<file path="src/rtl/gpc_launch_ctrl.sv">
`default_nettype none
// ============================================================================
// Module   : gpc_launch_ctrl
// Purpose  : SoC-side initiator for one GPC core's MMIO control-register
//            block. A launch pulse runs the full job handshake over a
//            single-outstanding request port: hold the core in PC reset,
//            program rd_ptr, release reset, enable the PC, raise start,
//            poll done (with a timeout), clear done and disable the PC.
// Ports    : clock, rst_n        - clock, asynchronous active-low reset
//            launch, rd_ptr_cfg  - job request and rd_ptr value to program
//            busy, job_done      - activity flag, completion pulse
//            timeout_err         - sticky timeout flag (cleared by launch)
//            req_*               - request port (valid/ready, wr, addr,
//                                  data, byte enables)
//            rsp_valid, rsp_data - read response port
// Revision : 1.0 - initial release
// ============================================================================
module gpc_launch_ctrl #(
  parameter logic [31:0] CSR_BASE = 32'h0040_0C00,
  parameter int          POLL_GAP = 4,
  parameter logic [15:0] TIMEOUT  = 16'hFFFF
) (
  input  logic        clock,
  input  logic        rst_n,
  input  logic        launch,
  input  logic [4:0]  rd_ptr_cfg,
  output logic        busy,
  output logic        job_done,
  output logic        timeout_err,
  output logic        req_valid,
  input  logic        req_ready,
  output logic        req_wr,
  output logic [31:0] req_addr,
  output logic [31:0] req_data,
  output logic [3:0]  req_byteen,
  input  logic        rsp_valid,
  input  logic [31:0] rsp_data
);

  // FSM encoding
  localparam logic [3:0] c_ST_IDLE     = 4'd0;
  localparam logic [3:0] c_ST_W_RST1   = 4'd1;
  localparam logic [3:0] c_ST_W_RDPTR  = 4'd2;
  localparam logic [3:0] c_ST_W_RST0   = 4'd3;
  localparam logic [3:0] c_ST_W_EN     = 4'd4;
  localparam logic [3:0] c_ST_W_START  = 4'd5;
  localparam logic [3:0] c_ST_GAP      = 4'd6;
  localparam logic [3:0] c_ST_RD_DONE  = 4'd7;
  localparam logic [3:0] c_ST_WAIT_RSP = 4'd8;
  localparam logic [3:0] c_ST_W_CLR    = 4'd9;
  localparam logic [3:0] c_ST_W_DIS    = 4'd10;

  // Control-register addresses
  localparam logic [31:0] c_ADDR_EN_PC  = CSR_BASE + 32'h00;
  localparam logic [31:0] c_ADDR_RST_PC = CSR_BASE + 32'h04;
  localparam logic [31:0] c_ADDR_RD_PTR = CSR_BASE + 32'h08;
  localparam logic [31:0] c_ADDR_START  = CSR_BASE + 32'h10;
  localparam logic [31:0] c_ADDR_DONE   = CSR_BASE + 32'h14;

  // Poll-gap counter runs 0 .. POLL_GAP-1 while in GAP
  localparam int                 c_GAP_W    = (POLL_GAP > 1) ? $clog2(POLL_GAP) : 1;
  localparam logic [c_GAP_W-1:0] c_GAP_LAST = c_GAP_W'(POLL_GAP - 1);

  logic [3:0]         r_state;
  logic [3:0]         w_next_state;
  logic [4:0]         r_rd_ptr_q;
  logic [c_GAP_W-1:0] r_gap_cnt;
  logic [15:0]        r_to_cnt;
  logic               r_via_clr;

  logic               r_busy;
  logic               r_job_done;
  logic               r_timeout_err;
  logic               r_req_valid;
  logic               r_req_wr;
  logic [31:0]        r_req_addr;
  logic [31:0]        r_req_data;
  logic [3:0]         r_req_byteen;

  logic               w_accept;
  logic               w_launch_go;
  logic               w_timed_out;
  logic               w_done_seen;
  logic               w_polling;
  logic               w_issue;
  logic               w_is_req;
  logic               w_pl_wr;
  logic [31:0]        w_pl_addr;
  logic [31:0]        w_pl_data;
  logic               w_unused_rsp;

  assign w_accept     = r_req_valid && req_ready;
  assign w_launch_go  = (r_state == c_ST_IDLE) && launch;
  assign w_timed_out  = (r_state == c_ST_GAP) && (r_to_cnt >= TIMEOUT);
  assign w_done_seen  = (r_state == c_ST_WAIT_RSP) && rsp_valid && rsp_data[0];
  assign w_polling    = (r_state == c_ST_GAP) || (r_state == c_ST_RD_DONE) ||
                        (r_state == c_ST_WAIT_RSP);
  // A request stays up until accepted; after acceptance it drops for one
  // cycle while the FSM enters the next state.
  assign w_issue      = w_is_req && !w_accept;
  assign w_unused_rsp = ^rsp_data[31:1];

  // --------------------------------------------------------------------------
  // FSM: state register
  // --------------------------------------------------------------------------
  always_ff @(posedge clock or negedge rst_n) begin
    if (!rst_n) begin
      r_state <= c_ST_IDLE;
    end else begin
      r_state <= w_next_state;
    end
  end

  // --------------------------------------------------------------------------
  // FSM: next-state logic
  // --------------------------------------------------------------------------
  always_comb begin
    w_next_state = r_state;
    case (r_state)
      c_ST_IDLE:     if (launch)   w_next_state = c_ST_W_RST1;
      c_ST_W_RST1:   if (w_accept) w_next_state = c_ST_W_RDPTR;
      c_ST_W_RDPTR:  if (w_accept) w_next_state = c_ST_W_RST0;
      c_ST_W_RST0:   if (w_accept) w_next_state = c_ST_W_EN;
      c_ST_W_EN:     if (w_accept) w_next_state = c_ST_W_START;
      c_ST_W_START:  if (w_accept) w_next_state = c_ST_GAP;
      c_ST_GAP: begin
        // Timeout wins over the next poll; done is never cleared on this path
        if (w_timed_out) begin
          w_next_state = c_ST_W_DIS;
        end else if (r_gap_cnt == c_GAP_LAST) begin
          w_next_state = c_ST_RD_DONE;
        end
      end
      c_ST_RD_DONE:  if (w_accept) w_next_state = c_ST_WAIT_RSP;
      c_ST_WAIT_RSP: begin
        // Always wait for the response so no read is left orphaned
        if (rsp_valid) begin
          w_next_state = rsp_data[0] ? c_ST_W_CLR : c_ST_GAP;
        end
      end
      c_ST_W_CLR:    if (w_accept) w_next_state = c_ST_W_DIS;
      c_ST_W_DIS:    if (w_accept) w_next_state = c_ST_IDLE;
      default:       w_next_state = c_ST_IDLE;
    endcase
  end

  // --------------------------------------------------------------------------
  // FSM: output decode (request payload of the current state)
  // --------------------------------------------------------------------------
  always_comb begin
    w_is_req  = 1'b1;
    w_pl_wr   = 1'b1;
    w_pl_addr = 32'h0;
    w_pl_data = 32'h0;
    case (r_state)
      c_ST_W_RST1:  begin w_pl_addr = c_ADDR_RST_PC; w_pl_data = 32'h1; end
      c_ST_W_RDPTR: begin w_pl_addr = c_ADDR_RD_PTR; w_pl_data = {27'b0, r_rd_ptr_q}; end
      c_ST_W_RST0:  begin w_pl_addr = c_ADDR_RST_PC; w_pl_data = 32'h0; end
      c_ST_W_EN:    begin w_pl_addr = c_ADDR_EN_PC;  w_pl_data = 32'h1; end
      c_ST_W_START: begin w_pl_addr = c_ADDR_START;  w_pl_data = 32'h1; end
      c_ST_RD_DONE: begin w_pl_addr = c_ADDR_DONE;   w_pl_wr   = 1'b0;  end
      c_ST_W_CLR:   begin w_pl_addr = c_ADDR_DONE;   w_pl_data = 32'h0; end
      c_ST_W_DIS:   begin w_pl_addr = c_ADDR_EN_PC;  w_pl_data = 32'h0; end
      default: begin
        w_is_req = 1'b0;
        w_pl_wr  = 1'b0;
      end
    endcase
  end

  // --------------------------------------------------------------------------
  // Counters, job bookkeeping and registered outputs
  // --------------------------------------------------------------------------
  always_ff @(posedge clock or negedge rst_n) begin
    if (!rst_n) begin
      r_rd_ptr_q    <= 5'd0;
      r_gap_cnt     <= '0;
      r_to_cnt      <= 16'd0;
      r_via_clr     <= 1'b0;
      r_busy        <= 1'b0;
      r_job_done    <= 1'b0;
      r_timeout_err <= 1'b0;
      r_req_valid   <= 1'b0;
      r_req_wr      <= 1'b0;
      r_req_addr    <= 32'h0;
      r_req_data    <= 32'h0;
      r_req_byteen  <= 4'h0;
    end else begin
      if (w_launch_go) begin
        r_rd_ptr_q <= rd_ptr_cfg;
      end

      if ((r_state == c_ST_GAP) && (r_gap_cnt != c_GAP_LAST)) begin
        r_gap_cnt <= r_gap_cnt + 1'b1;
      end else begin
        r_gap_cnt <= '0;
      end

      // Measures start-to-done; saturates instead of wrapping
      if ((r_state == c_ST_W_START) && w_accept) begin
        r_to_cnt <= 16'd0;
      end else if (w_polling && (r_to_cnt != 16'hFFFF)) begin
        r_to_cnt <= r_to_cnt + 16'd1;
      end

      // Remembers that done was seen, so job_done only follows a clean finish
      if (w_launch_go) begin
        r_via_clr <= 1'b0;
      end else if (w_done_seen) begin
        r_via_clr <= 1'b1;
      end

      if (w_launch_go) begin
        r_timeout_err <= 1'b0;
      end else if (w_timed_out) begin
        r_timeout_err <= 1'b1;
      end

      r_busy       <= (w_next_state != c_ST_IDLE);
      r_job_done   <= (r_state == c_ST_W_DIS) && w_accept && r_via_clr;
      r_req_valid  <= w_issue;
      r_req_wr     <= w_issue ? w_pl_wr   : 1'b0;
      r_req_addr   <= w_issue ? w_pl_addr : 32'h0;
      r_req_data   <= w_issue ? w_pl_data : 32'h0;
      r_req_byteen <= w_issue ? 4'hF      : 4'h0;
    end
  end

  assign busy        = r_busy;
  assign job_done    = r_job_done;
  assign timeout_err = r_timeout_err;
  assign req_valid   = r_req_valid;
  assign req_wr      = r_req_wr;
  assign req_addr    = r_req_addr;
  assign req_data    = r_req_data;
  assign req_byteen  = r_req_byteen;

endmodule
`default_nettype wire

</file>
<file path="config.mk">
export PLATFORM = sky130hd
export DESIGN_NAME = gpc_launch_ctrl
export DESIGN_NICKNAME = d
export VERILOG_FILES = /design/src/rtl/gpc_launch_ctrl.sv
export SDC_FILE = /design/constraint.sdc
export NUM_CORES = 1
export LEC_CHECK = 0
export ABC_AREA = 1
export ABC_CLOCK_PERIOD_IN_PS = 2000
export CAP_MARGIN = 25
export CORE_UTILIZATION = 30
export CTS_CLUSTER_DIAMETER = 150
export DETAILED_ROUTE_END_ITERATION = 6
export PLACE_DENSITY_LB_ADDON = 0.25
export SYNTH_ARGS = -nofsm -noshare
export SYNTH_HDL_FRONTEND = slang
export SYNTH_SLANG_ARGS = --single-unit
export TNS_END_PERCENT = 10
</file>
<file path="constraint.sdc">
create_clock -name clock -period 2 [get_ports clock]
set_input_delay 0.5 -clock clock [delete_from_list [all_inputs] [get_ports clock]]
set_output_delay 0.5 -clock clock [all_outputs]
set_load 0.02 [all_outputs]
</file>
Yosys cells after proc, flatten, opt, wreduce, memory -nomap -nowiden
Index checks and enable logic that the tools add are counted.
{ "totals": {"reg_bits": 101, "in_bits": 42, "out_inout_bits": 73, "wordCells": 83} }
{ "op_classes": {"add_sub_neg": 2, "magnitude_cmp": 1, "eq_ne": 13, "n_mux": 29, "n_reduce_logical": 25} }
{ "op_table": {"columns": ["operator", "count"], "rows": [
  ["case mux 23 bit (5 select lines)", 1],
  ["2-to-1 mux 32 bit", 2],
  ["2-to-1 mux 4 bit", 14],
  ["case mux 4 bit (11 select lines)", 1],
  ["2-to-1 mux 16 bit", 2],
  ["adder 16 x 1 -> 16 bit (second input constant)", 1],
  ["equality test 4 x 3 -> 1 bit (second input constant)", 4],
  ["greater-or-equal comparator 16 bit (second input constant)", 1],
  ["!= test 16 bit (second input constant)", 1],
  ["equality test 4 bit (second input constant)", 3],
  ["logical AND 1 bit", 11],
  ["case mux 5 bit (2 select lines)", 1],
  ["equality test 4 x 2 -> 1 bit (second input constant)", 2],
  ["OR reduction 8 bit", 1],
  ["2-to-1 mux 1 bit", 7],
  ["OR reduction 7 bit", 1],
  ["nonzero test 2 bit", 3],
  ["OR reduction 2 bit", 3],
  ["equality test 4 x 1 -> 1 bit (second input constant)", 1],
  ["logical NOT 4 bit", 1],
  ["nonzero test 4 bit", 1],
  ["OR reduction 3 bit", 1],
  ["adder 2 x 1 -> 2 bit (second input constant)", 1],
  ["equality test 2 bit (second input constant)", 1],
  ["4 further kinds", 5]
]} }

Depth between registers and ports, before layout
Gate-level depths: netlist (run 1).
{ "depth": {"depth_word": 6, "mapped_depth": 10, "ltp_nobuf": 10} }

Worst setup path before layout (run 1)
No wires, ideal clock.
{ "synth_timing": {"path_kind": "reg2reg", "from": "reg r_to_cnt[0]", "to": "reg r_to_cnt[10]", "setup_ps": 118, "t_arrival_ps": 1478, "t_required_ps": 1882, "path_slack_ps": 404, "stages_incl_launch_ff": 11, "path_buffers": 1, "synth_period_minus_slack_ps": 1596, "path_cell_list": "dfrtp_1 -> ha_1 -> nand2_1 -> nor2_4 -> nand2_4 -> nor2_8 -> nor2_4 -> nor2_8 -> buf_6 -> nand2_1 -> o21ai_2"} }
{ "synth_via": {"elab_chain_cells": 3, "elab_cells_between_ends": 6, "cone_classes": "1 x add/sub; 1 x eq/ne; 2 x mux; 2 x reduce/logical"} }
{ "synth_rtl": {"columns": ["element", "line_no", "rtl"], "rows": [
  ["start, declared", "68", "logic [15:0] r_to_cnt;"],
  ["start signal, assigned", "203", "r_to_cnt <= r_to_cnt + 16'd1;"],
  ["adder 16 x 1 -> 16 bit / != test 16 bit (equally long branches)", "203, 202", null],
  ["2-to-1 mux 16 bit / logical AND 1 bit (equally long branches)", "202", "end else if (w_polling && (r_to_cnt != 16'hFFFF)) begin"],
  ["2-to-1 mux 16 bit / nonzero test 2 bit (equally long branches)", null, null]
]} }
Parallel ways exist; a longest one is shown, timed or not. The select of a mux whose other input is x is not followed.
A chain may end at the register's enable or synchronous reset.

==> results_dict.tcl, run 1 <==
set metrics [dict create \
    grt_pass1_vias 1905 \
    startpoint_type "register" \
    wire_per_inst_um 10.5 \
    cts_made_buffers 5 \
    finalSetupViolCount 0 \
    viasPerCell 4.21 \
    arrival_ps 1340 \
    top_layer_used "met4" \
    mostFrequentLayoutCell "nand2_1" \
    synth_cell_types 32 \
    end_kind "primary output" \
    nNetsFinal 434 \
    worst-path-buf-inv 1 \
    clockBufferDepth 2 \
    yosysSeqAreaShare_pct 38.6 \
    rows 34 \
    intPower_mw 1.98 \
    power_frac_clock_pct 16.3 \
    multi_input_area_um2 1270 \
    worstPathCellList "clkdlybuf4s50_1" \
    cp.depth 1 \
    drtAntennaViolNets 0 \
    peakVddDrop_uv 497 \
    post-place-ws_ps 106 \
    pwr-share-comb_pct 47.1 \
    antennaDiodeCount 0 \
    initial_core_util_pct 31.0 \
    wl_met3_um 277 \
    htreeDepth 2 \
    crit_path_top_delay_cell "clkdlybuf4s50_1" \
    final_max_slew_viol_count 0 \
    tns_ps 0 \
    skew_ps 7.94 \
    r2r-end "r_to_cnt[11]$_DFFE_PN0P_" \
    hold_viol_final 0 \
    p_leak_nw 1.48 \
    avgSynthCellArea_um2 7.60 \
    die_y_um 97.2 \
    hpwl_um 4040 \
    fin_cells 499 \
    status "finished clean" \
    die_w_um 97.2 \
    grt_use_total_pct 11.5 \
    drtPass1Iterations 4 \
    num-fill-cells 924 \
    path_max_fanout 6 \
    clk_latency_ps 300 \
    hold_class "in2async" \
    port_buffers 30 \
    cp-startpoint "req_byteen[2]$_DFF_PN0_" \
    critPathTopFamily "buffers and inverters" \
    io_pins 115 \
    tritoncts "yes" \
    most-common-layout-cells "nand2_1 (94), conb_1 (53), nor2_1 (50), dfrtp_1 (42), clkdlybuf4s50_1 (29)" \
    cts_sinks 42 \
    grt_setup_unrepaired "false" \
    ys_seq_elements 42 \
    cts_hold_buf 0 \
    setup_ws_ps 160 \
    route.detailed.drc 0 \
    netlist_area_um2 2720 \
    period_share_pct 92.0 \
    max-cap-violations 0 \
    layout-drive-gt1-share_pct 9.21 \
    rr_worst_depth 9 \
    vias 2103 \
    timing.rr.start "r_to_cnt[1]$_DFFE_PN0P_" \
    cpPeakStageDelay_ps 630 \
    sw_frac_of_total_pct 44.4 \
    gp_congestion 0.906 \
    cp-endpoint "req_byteen[1]" \
    grt_start_max_net_pins 25 \
    core_um2 8760 \
    die-area_um2 9450 \
    synthCells 358 \
    yosys_warnings 0 \
    cp.required_ps 1500 \
    root_buffer "clkbuf_8" \
    wl_met2_um 2510 \
    wirelength_um 5240 \
    power.total_mw 3.57 \
    seq_power_share_pct 36.6 \
    cts_resized 0 \
    fmax_ghz 0.544 \
    antenna_found_initial 0 \
    met1_length_um 2430 \
    hold_ws_ps 145 \
    path_clk_slew_ps 90 \
    seq_area_um2 1050 \
    grt_pass1_wl_um 9010 \
    rrSetupSlack_ps 210 \
    dr.first_iter.drc_count 61 \
    p_sw_mw 1.58 \
    post_cts_buffers 0 \
    overflow 0 \
    areaGrowthSynthToFinish_pct 11.2 \
    path_class "reg2out" \
    finalCriticalPeriod_ps 1840 \
    dp.cells 491 \
    pwr_density_cell_nw_per_um2 1180 \
]
## cells by family (layout without fill, tap and decap cells)
| group | after synthesis | after routing | share of synthesized area (%) |
|---|---|---|---|
| adders and majority gates | 2 | 2 | 0.920 |
| and+or+nand+nor | 180 | 180 | 29.2 |
| buffers and inverters | 95 | 76 | 21.9 |
| xor gates and xnor gates | 5 | 5 | 1.61 |
| DFF | 42 | 42 | 38.6 |
| other | 1 | 53 | 0.138 |
| AOI/OAI and AO/OA | 33 | 33 | 7.59 |
## state kept, by name (all words and copies together) (netlist names)
name / flops
req_addr: 4
req_byteen: 1
timeout_err: 1
r_state: 4
r_via_clr: 1
r_gap_cnt: 2
r_rd_ptr_q: 5
job_done: 1
req_wr: 1
busy: 1
r_to_cnt: 16
req_data: 5
## per-layer routing
layer	track usage (%)	up-vias
met5	0	-
met4	2.49	0
met3	3.24	5
met2	19.2	55
met1	14.8	974
li1	-	1069
## cell usage after synthesis, drive strengths merged
cell type  count  area, um2
nand2         97        377
nand3         15       75.1
xnor2          1       8.76
buf           63        475
clkinv         1       3.75
o21a           1       7.51
dfrtp         42       1050
nor2          56        268
o21bai         5       37.5
or2            1       6.26
xor2           4       35.0
conb           1       3.75
clkbuf         1       3.75
o21ai         19        118
nor3b          1       7.51
ha             2       25.0
nand3b         1       7.51
nor3           2       10.0
nand4          7       43.8
inv           30        113
a21oi          8       43.8
## power by group through the flow
| stage | Combinational [mW] | Sequential, mW | Clock, mW |
|---|---|---|---|
| floorplan | 1.20 | 1.39 | 0 |
| global placement | 1.68 | 1.31 | 0 |
| detailed placement | 1.69 | 1.32 | 0 |
| CTS | 1.70 | 1.31 | 0.611 |
| global route | 1.88 | 1.34 | 0.647 |
| finish | 1.68 | 1.30 | 0.582 |
## per-stage QoR
stage | cell area [um2] | utilization, %
final | 3030 | 34.5
after global routing | 3030 | 34.5
after CTS | 3030 | 34.5
after detailed placement | 2930 | 33.5
after global placement | 2930 | 33.5
after floorplan | 2920 | -
## area by class of cell
| cell class | count | area share [%] |
|---|---|---|
| clock inverters | 3 | 0.827 |
| inverters | 31 | 3.85 |
| repair buffers | 37 | 11.9 |
| flip-flops and latches | 42 | 34.7 |
| clock buffers | 5 | 2.27 |
| multi-input cells | 273 | 41.9 |
| well taps | 108 | 4.47 |
## worst min-delay path by stage
stage                     slack (ps)  cells after the start                     end              startpoint
after floorplan                  200                      0          busy$_DFF_PN0_                   rst_n
after global placement           430                      1  r_gap_cnt[0]$_DFF_PN0_  r_gap_cnt[0]$_DFF_PN0_
after detailed placement         440                      1  r_gap_cnt[0]$_DFF_PN0_  r_gap_cnt[0]$_DFF_PN0_
after CTS                        160                      1        req_wr$_DFF_PN0_                   rst_n
after global routing             170                      1        req_wr$_DFF_PN0_                   rst_n
final                            140                      1        req_wr$_DFF_PN0_                   rst_n
(Power assumes the default switching activity.)
==> inputs of run 2 (changes only) <==
--- a/config.mk
+++ b/config.mk
@@ -8,7 +8,7 @@
 export ABC_AREA = 1
 export ABC_CLOCK_PERIOD_IN_PS = 2000
 export CAP_MARGIN = 25
-export CORE_UTILIZATION = 30
+export CORE_UTILIZATION = 35
 export CTS_CLUSTER_DIAMETER = 150
 export DETAILED_ROUTE_END_ITERATION = 6
 export PLACE_DENSITY_LB_ADDON = 0.25
==> results_dict.tcl, run 2 (synthesis results as in run 1) <==
set metrics [dict create \
    status "finished clean" \
    core_um2 7370 \
    wire_per_inst_um 10.2 \
    antennaDiodeCount 0 \
    end_kind "primary output" \
    final_max_slew_viol_count 0 \
    overflow 0 \
    vias 2059 \
    skew_ps 12.7 \
    finalCriticalPeriod_ps 1850 \
    worst-path-buf-inv 1 \
    max-cap-violations 0 \
    cts_resized 0 \
    drtPass1Iterations 4 \
    multi_input_area_um2 1270 \
    sw_frac_of_total_pct 43.8 \
    p_sw_mw 1.55 \
    startpoint_type "register" \
    seq_area_um2 1050 \
    tns_ps 0 \
    path_max_fanout 6 \
    path_class "reg2out" \
    port_buffers 30 \
    cp.required_ps 1500 \
    critPathTopFamily "buffers and inverters" \
    busiest_layer "met2" \
    antenna_found_initial 0 \
    grt_pass1_wl_um 8570 \
    regMostFlops "r_to_cnt" \
    grt_pass1_vias 1878 \
    num-fill-cells 772 \
    clockBufferDepth 2 \
    htreeDepth 2 \
    cts_made_buffers 5 \
    grt_setup_unrepaired "false" \
    nNetsFinal 435 \
    path_clk_slew_ps 90 \
    grt_use_total_pct 13.0 \
    wirelength_um 5010 \
    grtUsageMet1_pct 17.1 \
    dr.first_iter.drc_count 46 \
    io_pins 115 \
    layout-drive-gt1-share_pct 9.44 \
    cts_sinks 42 \
    die_w_um 90.2 \
    period_share_pct 92.5 \
    viasPerCell 4.19 \
    clk_latency_ps 300 \
    pwr-share-comb_pct 47.4 \
    initial_core_util_pct 36.9 \
    largest_reg_flops 16 \
    die-area_um2 8130 \
    root_buffer "clkbuf_8" \
    crit_path_top_delay_cell "clkdlybuf4s50_1" \
    intPower_mw 1.99 \
    rows 31 \
    die_y_um 90.2 \
    power.total_mw 3.55 \
    hold_class "in2async" \
    seq_power_share_pct 36.5 \
    gp_congestion 0.908 \
    finalSetupViolCount 0 \
    arrival_ps 1350 \
    cpPeakStageDelay_ps 630 \
    use_met3_pct 3.05 \
    hold_viol_final 0 \
    power_frac_clock_pct 16.1 \
    most-common-layout-cells "nand2_1 (94), conb_1 (53), nor2_1 (50), dfrtp_1 (42), clkdlybuf4s50_1 (29)" \
    peakVddDrop_uv 731 \
    post_cts_buffers 0 \
    route.detailed.drc 0 \
    p_leak_nw 1.49 \
    worstPathCellList "clkdlybuf4s50_1" \
    use_met2_pct 20.7 \
    hpwl_um 3890 \
    fmax_ghz 0.541 \
    drtAntennaViolNets 0 \
    cts_hold_buf 0 \
    pwr_density_cell_nw_per_um2 1170 \
    areaGrowthSynthToFinish_pct 11.1 \
    mostFrequentLayoutCell "nand2_1" \
    tritoncts "yes" \
    grt_start_max_net_pins 26 \
]
[run 2: worst paths after layout]
path / start / to / slack [ps] / depth (start not counted)
max: req_byteen[2]$_DFF_PN0_ / req_byteen[2] / 150 / 1
min: rst_n / r_to_cnt[0]$_DFFE_PN0P_ / 130 / 1
max reg2reg: r_to_cnt[1]$_DFFE_PN0P_ / r_to_cnt[2]$_DFFE_PN0P_ / 250 / 9
min reg2reg: r_gap_cnt[0]$_DFF_PN0_ / r_gap_cnt[0]$_DFF_PN0_ / 440 / 1
max in group asynchronous: rst_n / r_via_clr$_DFFE_PN0P_ / 1400 / 2
min in group clock: r_gap_cnt[0]$_DFF_PN0_ / r_gap_cnt[0]$_DFF_PN0_ / 440 / 1
[run 2: through the flow]
step | instance area (um2) | instances | setup slack, ps | hold slack, ps | util, %
after floorplan | 2920 | 410 | 404 | 204 | -
final | 3020 | 491 | 150 | 132 | 41.0
after global routing | 3020 | 491 | 50.9 | 151 | 41.0
after global placement | 2930 | 483 | 95.5 | 424 | 39.7
after detailed placement | 2930 | 483 | 75.8 | 434 | 39.7
after CTS | 3020 | 491 | 131 | 133 | 41.0
[run 2: power groups by stage]
| stage | sequential [mW] | combinational [mW] | clock, mW |
|---|---|---|---|
| 6_report | 1.30 | 1.68 | 0.573 |
| 2_1_floorplan | 1.39 | 1.20 | 0 |
| 3_3_place_gp | 1.31 | 1.68 | 0 |
| 5_1_grt | 1.34 | 1.87 | 0.629 |
| 3_5_place_dp | 1.32 | 1.69 | 0 |
| 4_1_cts | 1.30 | 1.70 | 0.603 |
[run 2: final cells by class]
type                            instances  share of cell area [%]
Clock buffer                            5                    2.28
Inverter                               31                    3.85
Tap cell                               99                    4.10
Multi-Input combinational cell        273                    42.0
Sequential cell                        42                    34.8
Clock inverter                          3                   0.828
Timing Repair Buffer                   38                    12.2
[run 2: routing by layer]
metal / up-vias / share of wire, %
met2: 48 / 47
met5: - / 0
met1: 938 / 48
li1: 1069 / -
met4: 0 / 0.92
met3: 4 / 3.7
==> inputs of run 3 (changes only) <==
--- a/config.mk
+++ b/config.mk
@@ -6,12 +6,11 @@
 export NUM_CORES = 1
 export LEC_CHECK = 0
 export ABC_AREA = 1
-export ABC_CLOCK_PERIOD_IN_PS = 2000
 export CAP_MARGIN = 25
 export CORE_UTILIZATION = 35
 export CTS_CLUSTER_DIAMETER = 150
 export DETAILED_ROUTE_END_ITERATION = 6
-export PLACE_DENSITY_LB_ADDON = 0.25
+export PLACE_DENSITY = 0.73
 export SYNTH_ARGS = -nofsm -noshare
 export SYNTH_HDL_FRONTEND = slang
 export SYNTH_SLANG_ARGS = --single-unit
==> results_dict.tcl, run 3 (synthesis results as in run 1) <==
set metrics [dict create \
    path_class "reg2out" \
    grt_pass1_wl_um 8430 \
    clk_latency_ps 300 \
    antenna_found_initial 0 \
    antennaDiodeCount 0 \
    regMostFlops "r_to_cnt" \
    areaGrowthSynthToFinish_pct 10.3 \
    pwr_density_cell_nw_per_um2 1170 \
    finalCriticalPeriod_ps 1830 \
    worstPathCellList "clkdlybuf4s50_1" \
    die-area_um2 8130 \
    die_y_um 90.2 \
    cts_hold_buf 0 \
    seq_area_um2 1050 \
    cpPeakStageDelay_ps 630 \
    grt_use_total_pct 12.4 \
    most-common-layout-cells "nand2_1 (94), conb_1 (53), nor2_1 (50), dfrtp_1 (42), clkdlybuf4s50_1 (29)" \
    path_max_fanout 6 \
    tns_ps 0 \
    cts_sinks 42 \
    crit_path_top_delay_cell "clkdlybuf4s50_1" \
    cp.required_ps 1500 \
    status "finished clean" \
    io_pins 115 \
    critPathTopFamily "buffers and inverters" \
    htreeDepth 2 \
    route.detailed.drc 0 \
    drtPass1Iterations 4 \
    timing.rr.start "r_to_cnt[1]$_DFFE_PN0P_" \
    layout-drive-gt1-share_pct 9.21 \
    hold_ws_ps 263 \
    final_max_slew_viol_count 0 \
    tritoncts "yes" \
    root_buffer "clkbuf_8" \
    cts_resized 0 \
    hpwl_um 3660 \
    overflow 0 \
    nNetsFinal 434 \
    max-cap-violations 0 \
    hold_viol_final 0 \
    hold_class "in2async" \
    worst-path-buf-inv 1 \
    peakVddDrop_uv 489 \
    drtAntennaViolNets 0 \
    period_share_pct 91.6 \
    rows 31 \
    dr.first_iter.drc_count 52 \
    arrival_ps 1330 \
    r2r-end "r_to_cnt[10]$_DFFE_PN0P_" \
    num-fill-cells 748 \
    relSlewSlack_pct 65.4 \
    port_buffers 30 \
    multi_input_area_um2 1270 \
    wire_per_inst_um 9.70 \
    tightest_slew_ps 518 \
    initial_core_util_pct 36.9 \
    grt_setup_unrepaired "false" \
    viasPerCell 4.22 \
    rr_worst_depth 9 \
    gp_congestion 0.898 \
    die_w_um 90.2 \
    finalSetupViolCount 0 \
    fmax_ghz 0.546 \
    grt_start_max_net_pins 43 \
    clockBufferDepth 2 \
    cts_made_buffers 5 \
    largest_reg_flops 16 \
    grt_pass1_vias 1921 \
    vias 2069 \
    end_kind "primary output" \
    mostFrequentLayoutCell "nand2_1" \
    wirelength_um 4750 \
    core_um2 7370 \
    skew_ps 9.35 \
    post_cts_buffers 0 \
    rrSetupSlack_ps 230 \
    p_leak_nw 1.48 \
    startpoint_type "register" \
    path_clk_slew_ps 90 \
]
[run 3: changes by cell type in the layout (fill, tap and decap cells not counted)]
| cell | previous run | this run |
|---|---|---|
| buf_12 | 1 | 0 |
[run 3: power by group]
part	internal (mW)	switching [mW]	leakage, nW
Combinational	0.619	1.04	0.884
Sequential	1.11	0.183	0.548
Clock	0.252	0.317	0.0447
[run 3: per-stage QoR]
stage                     utilization, %  cells  cell area, um2  setup WS, ps  power, mW
after global routing                40.7    490            3000          51.4       3.81
after global placement              39.5    482            2910           121       2.95
after CTS                           40.7    490            3000           149       3.56
final                               40.7    490            3000           167       3.52
after detailed placement            39.5    482            2910           110       2.98
after floorplan                        -    410            2920           404       2.60
[run 3: layout make-up]
type	instances	area share, %
Sequential cell	42	35.0
Tap cell	99	4.13
Inverter	31	3.88
Clock buffer	5	2.29
Timing Repair Buffer	37	11.6
Multi-Input combinational cell	273	42.3
Clock inverter	3	0.834
[run 3: worst max-delay path by stage]
stage	from	end	slack (ps)	depth (start not counted)
6_report	req_byteen[2]$_DFF_PN0_	req_byteen[3]	170	1
3_3_place_gp	req_ready	r_to_cnt[10]$_DFFE_PN0P_	120	8
5_1_grt	r_to_cnt[1]$_DFFE_PN0P_	r_to_cnt[11]$_DFFE_PN0P_	50	9
4_1_cts	req_byteen[2]$_DFF_PN0_	req_byteen[3]	150	1
3_5_place_dp	req_ready	r_to_cnt[11]$_DFFE_PN0P_	110	8
2_1_floorplan	r_to_cnt[0]$_DFFE_PN0P_	r_to_cnt[10]$_DFFE_PN0P_	400	10
[run 3: layer usage]
layer  routed length, um  GRT usage, %
met2                2250          21.1
met5                   0             0
met3                 286          3.13
met4                  40          2.02
met1                2180          16.0
